===== config.mk =====
export PLATFORM = sky130hd
export DESIGN_NAME = imem_ctrl
export DESIGN_NICKNAME = d
export VERILOG_FILES = /design/src/rtl/imem_ctrl.sv
export SDC_FILE = /design/constraint.sdc
export NUM_CORES = 1
export LEC_CHECK = 0
export ABC_CLOCK_PERIOD_IN_PS = 3800
export BUFFER_PORTS_ARGS = -buffer_cell sky130_fd_sc_hd__clkbuf_2
export CAP_MARGIN = 25
export CORE_AREA = 4 4 89 91
export DETAILED_ROUTE_END_ITERATION = 12
export DIE_AREA = 0 0 93 95
export SLEW_MARGIN = 20
export SYNTH_ARGS = -nofsm -noshare
export SYNTH_HDL_FRONTEND = slang
export SYNTH_SLANG_ARGS = --single-unit

===== constraint.sdc =====
create_clock -name clk -period 3.8 [get_ports clk]
set_clock_uncertainty 0.05 [all_clocks]
set_input_delay 0.76 -clock clk [delete_from_list [all_inputs] [get_ports clk]]
set_output_delay 0.76 -clock clk [all_outputs]
set_load 0.1 [all_outputs]

===== src/rtl/imem_ctrl.sv =====
`default_nettype none
// ============================================================================
// Module   : imem_ctrl
// Brief    : Access controller sharing a single-ported, synchronous-read
//            instruction memory between the fetch stage (reads) and a
//            loader/debug port (writes). Aligns/range-checks addresses and
//            bounds loader priority so fetch cannot starve unless locked out.
// Revision : 1.0 - initial release
// ============================================================================
module imem_ctrl #(
    parameter int MEM_SIZE     = 32,
    parameter int STARVE_LIMIT = 4
) (
    input  logic        clk,
    input  logic        reset_n,
    // fetch requester
    input  logic        FetchReq,
    input  logic [31:0] FetchAddr,
    output logic        FetchGnt,
    output logic        FetchValid,
    output logic [31:0] FetchData,
    output logic        FetchErr,
    // loader requester
    input  logic        LoadReq,
    input  logic [31:0] LoadAddr,
    input  logic [31:0] LoadData,
    input  logic        LoadLock,
    output logic        LoadGnt,
    output logic        LoadErr,
    // memory side
    output logic        MemEn,
    output logic        MemWe,
    output logic [29:0] MemAddr,
    output logic [31:0] MemWData,
    input  logic [31:0] MemRData
);

    // Counter must hold values 0..STARVE_LIMIT inclusive.
    localparam int              c_SW         = (STARVE_LIMIT < 1) ? 1 : $clog2(STARVE_LIMIT + 1);
    localparam logic [c_SW-1:0] c_STARVE_MAX = c_SW'(STARVE_LIMIT);
    localparam logic [29:0]     c_MEM_WORDS  = 30'(MEM_SIZE);

    logic [c_SW-1:0] r_starve;
    logic            r_fetch_out;   // a fetch was granted last cycle
    logic            r_fetch_err;   // ...and its address was invalid
    logic            r_load_err;    // an invalid write was granted last cycle

    logic            w_fetch_gnt;
    logic            w_load_gnt;
    logic [c_SW-1:0] w_starve_nxt;
    logic            w_fetch_ok;
    logic            w_load_ok;
    logic            w_fetch_go;
    logic            w_load_go;

    // Address legality: word aligned and inside the memory.
    always_comb begin
        w_fetch_ok = (FetchAddr[1:0] == 2'b00) && (FetchAddr[31:2] < c_MEM_WORDS);
        w_load_ok  = (LoadAddr[1:0]  == 2'b00) && (LoadAddr[31:2]  < c_MEM_WORDS);
    end

    // Arbitration: lock > starvation-forced fetch > loader > fetch.
    // Grants are suppressed while reset is asserted so every output is 0.
    always_comb begin
        w_fetch_gnt  = 1'b0;
        w_load_gnt   = 1'b0;
        w_starve_nxt = r_starve;
        if (reset_n) begin
            if (LoadLock) begin
                // exclusive loader ownership; starvation count frozen
                w_load_gnt = LoadReq;
            end else if (FetchReq && LoadReq && (r_starve == c_STARVE_MAX)) begin
                w_fetch_gnt  = 1'b1;
                w_starve_nxt = '0;
            end else if (LoadReq) begin
                w_load_gnt = 1'b1;
                if (FetchReq) begin
                    w_starve_nxt = (r_starve == c_STARVE_MAX) ? r_starve
                                                              : r_starve + 1'b1;
                end else begin
                    w_starve_nxt = '0;
                end
            end else if (FetchReq) begin
                w_fetch_gnt  = 1'b1;
                w_starve_nxt = '0;
            end
        end
    end

    // Memory drive: only legal granted accesses reach the array.
    always_comb begin
        w_fetch_go = w_fetch_gnt & w_fetch_ok;
        w_load_go  = w_load_gnt  & w_load_ok;
        MemEn      = w_fetch_go | w_load_go;
        MemWe      = w_load_go;
        MemWData   = w_load_go ? LoadData : 32'h0;
        if (w_load_go) begin
            MemAddr = LoadAddr[31:2];
        end else if (w_fetch_go) begin
            MemAddr = FetchAddr[31:2];
        end else begin
            MemAddr = 30'h0;
        end
    end

    // Starvation counter and one-deep fetch/error pipeline.
    always_ff @(posedge clk or negedge reset_n) begin
        if (!reset_n) begin
            r_starve    <= '0;
            r_fetch_out <= 1'b0;
            r_fetch_err <= 1'b0;
            r_load_err  <= 1'b0;
        end else begin
            r_starve    <= w_starve_nxt;
            r_fetch_out <= w_fetch_gnt;
            r_fetch_err <= w_fetch_gnt & ~w_fetch_ok;
            r_load_err  <= w_load_gnt & ~w_load_ok;
        end
    end

    // Response outputs; read data is forced to 0 unless a good read returns.
    always_comb begin
        FetchGnt   = w_fetch_gnt;
        LoadGnt    = w_load_gnt;
        FetchValid = r_fetch_out;
        FetchErr   = r_fetch_err;
        LoadErr    = r_load_err;
        FetchData  = (r_fetch_out && !r_fetch_err) ? MemRData : 32'h0;
    end

endmodule
`default_nettype wire

# After elaboration in Yosys (flattened, before gate mapping)
# Index checks and enable logic that the tools add are counted.
# W data, S select, Z words.
# op_classes
n_addsub	1
mux	18
magnitude_cmp	2
reduce_logical	10
n_bitwise	8
eq_ne	2
# op_table
op	count
$mux W32	2
$lt A30 B6 Y1 const B	2
$mux W30	2
$mux W3	5
$mux W1	9
$logic_and A1 B1 Y1	5
$and A1 B1 Y1	4
$logic_not A2 Y1	2
$ne A4 B4 Y1 const B	1
$reduce_and A4 Y1	1
$add A3 B1 Y3 const B	1
$eq A3 B3 Y1 const B	1
$not A1 Y1	3
$reduce_bool A3 Y1	1
$logic_not A1 Y1	1
$or A1 B1 Y1	1
# totals
out_inout_bits	101
inputBits	133
wordCells	45
regBits	6

# Depth between registers and ports, before layout
# depth
depth_word	8
ltp_mapped	7
ltp_nobuf	7

# Worst setup path before layout
# No wires, ideal clock.
# synth_path
kind	input port to output port
from	in reset_n
to	out MemAddr[0]
arrival_ps	3011
path_slack_ps	-21
t_required_ps	2990
cell_stages	4
path_buffers	0
path_cell_list	nor2b_1 > nand2_1 > a21oi_2 > a32o_1
# synth_via
elab_chain_len	4
elab_cells_between_ends	6
classes_between	mux (4); bitwise (2)
# synth_lines
element	line	source
start, declared	15	input logic reset_n,
$mux W1	68	if (reset_n) begin
via FetchGnt	19	output logic FetchGnt,
$and A1 B1 Y1	92	w_fetch_go = w_fetch_gnt & w_fetch_ok;
$mux W30	99	end else if (w_fetch_go) begin
$mux W30	97	if (w_load_go) begin
end, declared	33	output logic [29:0] MemAddr,
# The timed path passes the listed nets, and every way through them passes these cells.

# Worst setup path in the final report
# layout_path
from	in LoadAddr[22]
to	out MemAddr[1]
# layout_via
elab_chain_len	4
# layout_lines
element	line	source
start, declared	25	input logic [31:0] LoadAddr,
$lt A30 B6 Y1	59	w_load_ok = (LoadAddr[1:0] == 2'b00) && (LoadAddr[31:2] < c_MEM_WORDS);
$logic_and A1 B1 Y1	59	
$and A1 B1 Y1	93	w_load_go = w_load_gnt & w_load_ok;
$mux W30	97	
# Every way passes these cells.

==> impl.org <==
** GRT
- Pin count of the biggest net entering global routing :: 35
- Across every metal layer, demand over resource in global routing totals roughly 13%.
- Global-route wire length before repair :: about 8700 µm
- The via count of the first global-routing pass is between 1,500 and 2,000.
- The initial antenna violation count was 0.
- After global routing the overflow that remains totals 0.

** Synth
- Compound-cell area share of the yosys netlist :: between 10% and 20%
- Cell types with the highest counts after synthesis :: sky130_fd_sc_hd__and2_1, sky130_fd_sc_hd__buf_4, sky130_fd_sc_hd__nor4_1
- Proportion of netlist area held by the largest area contributor :: 34.19%
- After Yosys synthesis, XOR and XNOR cells account for 0% of the synthesized area.
- Post-Syn Area :: 0.001171 mm²
- Synth Warn # :: 0
- After synthesis, the largest family of logic cells by area is simple AND/OR/NAND/NOR gates.
- The synthesized design contains 0 enable-type register cells.
- Multiplexer fraction of the synthesized cell area :: 0%
- Yosys instantiated no cell more often than sky130_fd_sc_hd__and2_1.
- Each instance of the synthesized netlist takes up on average approximately 7.3 µm².
- Count of mapped cells out of synthesis :: 160
- In the synthesized netlist the async set-or-reset flop fraction comes to 100.0%.
- Sequential share of the synthesized area :: roughly an eighth
- After Yosys synthesis, full adders, half adders and majority gates account for between 2 and 2.5% of the synthesized area.
- Area share of and/or/nand/nor cells after synthesis :: a little over half
- Of all cell types, the one taking the most synthesized area is sky130_fd_sc_hd__and2_1.
- Number of library cell types mapped by synthesis :: 23
- Top post-synthesis cells by area :: sky130_fd_sc_hd__and2_1, sky130_fd_sc_hd__buf_4, sky130_fd_sc_hd__dfrtp_1, sky130_fd_sc_hd__nor4_1, sky130_fd_sc_hd__a32o_1
- Register bit count reported by yosys :: 6
- Dominant synthesized flop cell :: sky130_fd_sc_hd__dfrtp_1

** Finish
- Net count, final :: 503
- Core occupancy in the finished layout :: roughly two fifths
- For this run, the number of standard cells in the final layout without fillers is approximately 470.
- Layout Area Growth over Synthesis :: 142.7%
- 0 antenna diodes ended up in the layout.
- The post-route netlist has around three fifths of its cells at a drive strength greater than 1.
- The filler cells instantiated in the layout total a little over 700.

** Power and ir drop
- Final Total Pwr :: between 400 and 500 µW
- Power spread over the standard cell area amounts to 155.7 mW/mm².
- For this design the total switching power over the nets is about 240 µW.
- Portion of total power attributed to sequential cells :: 16.2%
- The internal portion of the total power is 202.2 µW.
- The share of total power dissipated in combinational logic is 62.5%.
- Fraction of power consumed by the clock network :: about a fifth
- Maximum vdd drop :: 0.1411 mV
- Share of total power consumed by net switching :: 54.31%
- Summed over all cells, the static leakage comes to between 0.0015 and 0.002 µW.

** Clock tree
- Post-CTS Setup Repair Bufs :: 0
- CTS tree :: done
- CTS Root Cell :: sky130_fd_sc_hd__clkbuf_8
- Clock-pin slew was measured on the worst setup and hold paths at 40 ps.
- CTS saw 6 sinks.
- CTS max path bufs :: 2
- For the worst-skew pair, the clock arrives at the later sink with an insertion delay of approximately 220 ps.
- Hold buffers post-CTS :: 0
- Maximum level of the CTS H-tree :: 1
- Clock tree synthesis inserted a total of 3 buffers.
- Number of gates given a new drive strength after cts :: 0

** Die
- The floorplan has 31 rows.
- Number of top-level pins :: about 230
- For this configuration, the core starts out at a cell density of 16.41%.
- The floorplan step set the die width to a little over 90 µm.
- Height of the die :: ~95 µm
- The core region is about 0.0071 mm².
- Area of the die :: between 0.008 and 0.009 mm²

** Routing
- In this run the remaining antenna-violating nets after routing total 0.
- Using the TritonRoute via totals, the vias-per-cell ratio works out to 3.946.
- Number of design rule violations left after detail routing :: 0
- For this block, the initial DRC count from the detailed router was 13.
- Wires add up to between 5000 and 6000 µm.
- The routed layout has 1,835 vias.
- Number of detailed-route iterations in the first pass :: 4
- Average routed wire per standard cell :: between 10 and 15 µm

** Run status
- Status :: completed

** Critical path
- Type of the worst setup path :: input pin to primary output
- Worst Path Required :: about 3000 ps
- Setup crit end kind :: primary output
- Data arrival at the endpoint of the critical path :: 2340 ps
- The worst setup path is launched from an input pin.
- Launch point of the critical path :: LoadAddr[22]
- Max FO, Critical Path :: 6
- Origin of the critical flop-to-flop path :: r_starve[0]

** STA
- The final critical path takes up 82.97% of the cycle.
- Endpoints failing setup :: 0
- For the pin with the worst max-slew slack, the measured transition is ~600 ps.
- Achievable clock frequency :: between 300 and 400 MHz
- Final Max Tran Viols :: 0
- Final setup TNS :: 0 ps
- Final period demand of the worst path :: 3153 ps
- Final hold violation count :: 0
- Max-slew headroom :: 59.67%
- Setup repair after global routing left no endpoint under its margin.

** Placement
- Buffers added on ports :: 208
- Detailed placer's ending HPWL :: ~5700 µm
- At the end of routability-driven placement, the weighted congestion stood at a little over 0.8.
- In this run, placement finished with an instance count of about 460.

** Flow run
- Max-cap violations in this run came to 0.

** Hold path
- The worst hold path belongs to the class input pin to asynchronous set/reset pin.
## final timing paths
path,end,slack (ps),cells past startpoint
max in group asynchronous,FetchErr,3180,1
min reg2reg,r_starve[1],460,2
min in group clk,r_starve[1],460,2
max,MemAddr[1],650,6
min,r_starve[1],330,1
max reg2reg,LoadErr,2320,5
## cell type report
type,count,area (µm²),share of cell area [%]
Inverter,5,18.77,0.6602
Sequential cell,6,150.1,5.282
Multi-Input combinational cell,142,867.1,30.50
Tap cell,99,123.9,4.357
Timing Repair Buffer,210,1642,57.75
Clock buffer,3,41.29,1.452
## cells in the final DEF (no fill, tap or decap), drive strengths merged
cell type and n:
conb 25, buf 41, nor2b 3, nor3 3, nand4 3, nand3 2, dfrtp 6, a21oi 1
inv 5, a32o 6, ha 2, nor4 12, o311ai 1, a21o 1, o21ai 4, clkbuf 172
nand2 6, and2 69, nor2 4
## per-stage QoR
step / area (µm²) / setup WS [ps] / hold WS (ps)
after floorplan: 1269 / 332.4 / 414.4
after global placement: 2801 / 603.8 / 444.5
after detailed placement: 2801 / 570.2 / 463.1
after CTS: 2843 / 569.5 / 329.5
after global routing: 2843 / 487.7 / 337.6
final: 2843 / 647.1 / 333.0
## power by group through the flow
| stage | Clock [µW] | Sequential (µW) | Combinational [µW] |
|---|---|---|---|
| 5_1_grt | 105 | 72.4 | 293 |
| 3_3_place_gp | 0 | 72.2 | 275 |
| 3_5_place_dp | 0 | 72.7 | 278 |
| 4_1_cts | 98.8 | 71.9 | 278 |
| 6_report | 94.1 | 71.9 | 277 |
| 2_1_floorplan | 0 | 81.0 | 206 |
## layer usage
metal	global-route usage, %	vias to the layer above	share of wire (%)	routed length (µm)
li1	-	899	-	-
met4	2.808	0	0.38	23
met3	3.745	2	13	750
met5	0	-	0	0
met1	13.65	790	33	1955
met2	23.82	144	54	3266
## kinds of logic after synthesis
group / Yosys count
and+or+nand+nor: 102
buffers and inverters: 36
AOI/OAI and AO/OA: 13
DFF: 6
adders and majority gates: 2
other: 1
## flip-flops by register name, indices dropped and copies added, names as in the netlist
name        flops
r_starve        3
FetchErr        1
FetchValid      1
LoadErr         1
## worst max-delay path: stages
cell,delay [ps]
sky130_fd_sc_hd__clkbuf_2,90
sky130_fd_sc_hd__nor4_1,300
sky130_fd_sc_hd__nand4_1,240
sky130_fd_sc_hd__nor2_1,500
sky130_fd_sc_hd__a32o_1,270
sky130_fd_sc_hd__buf_12,190
(Power assumes the default switching activity.)
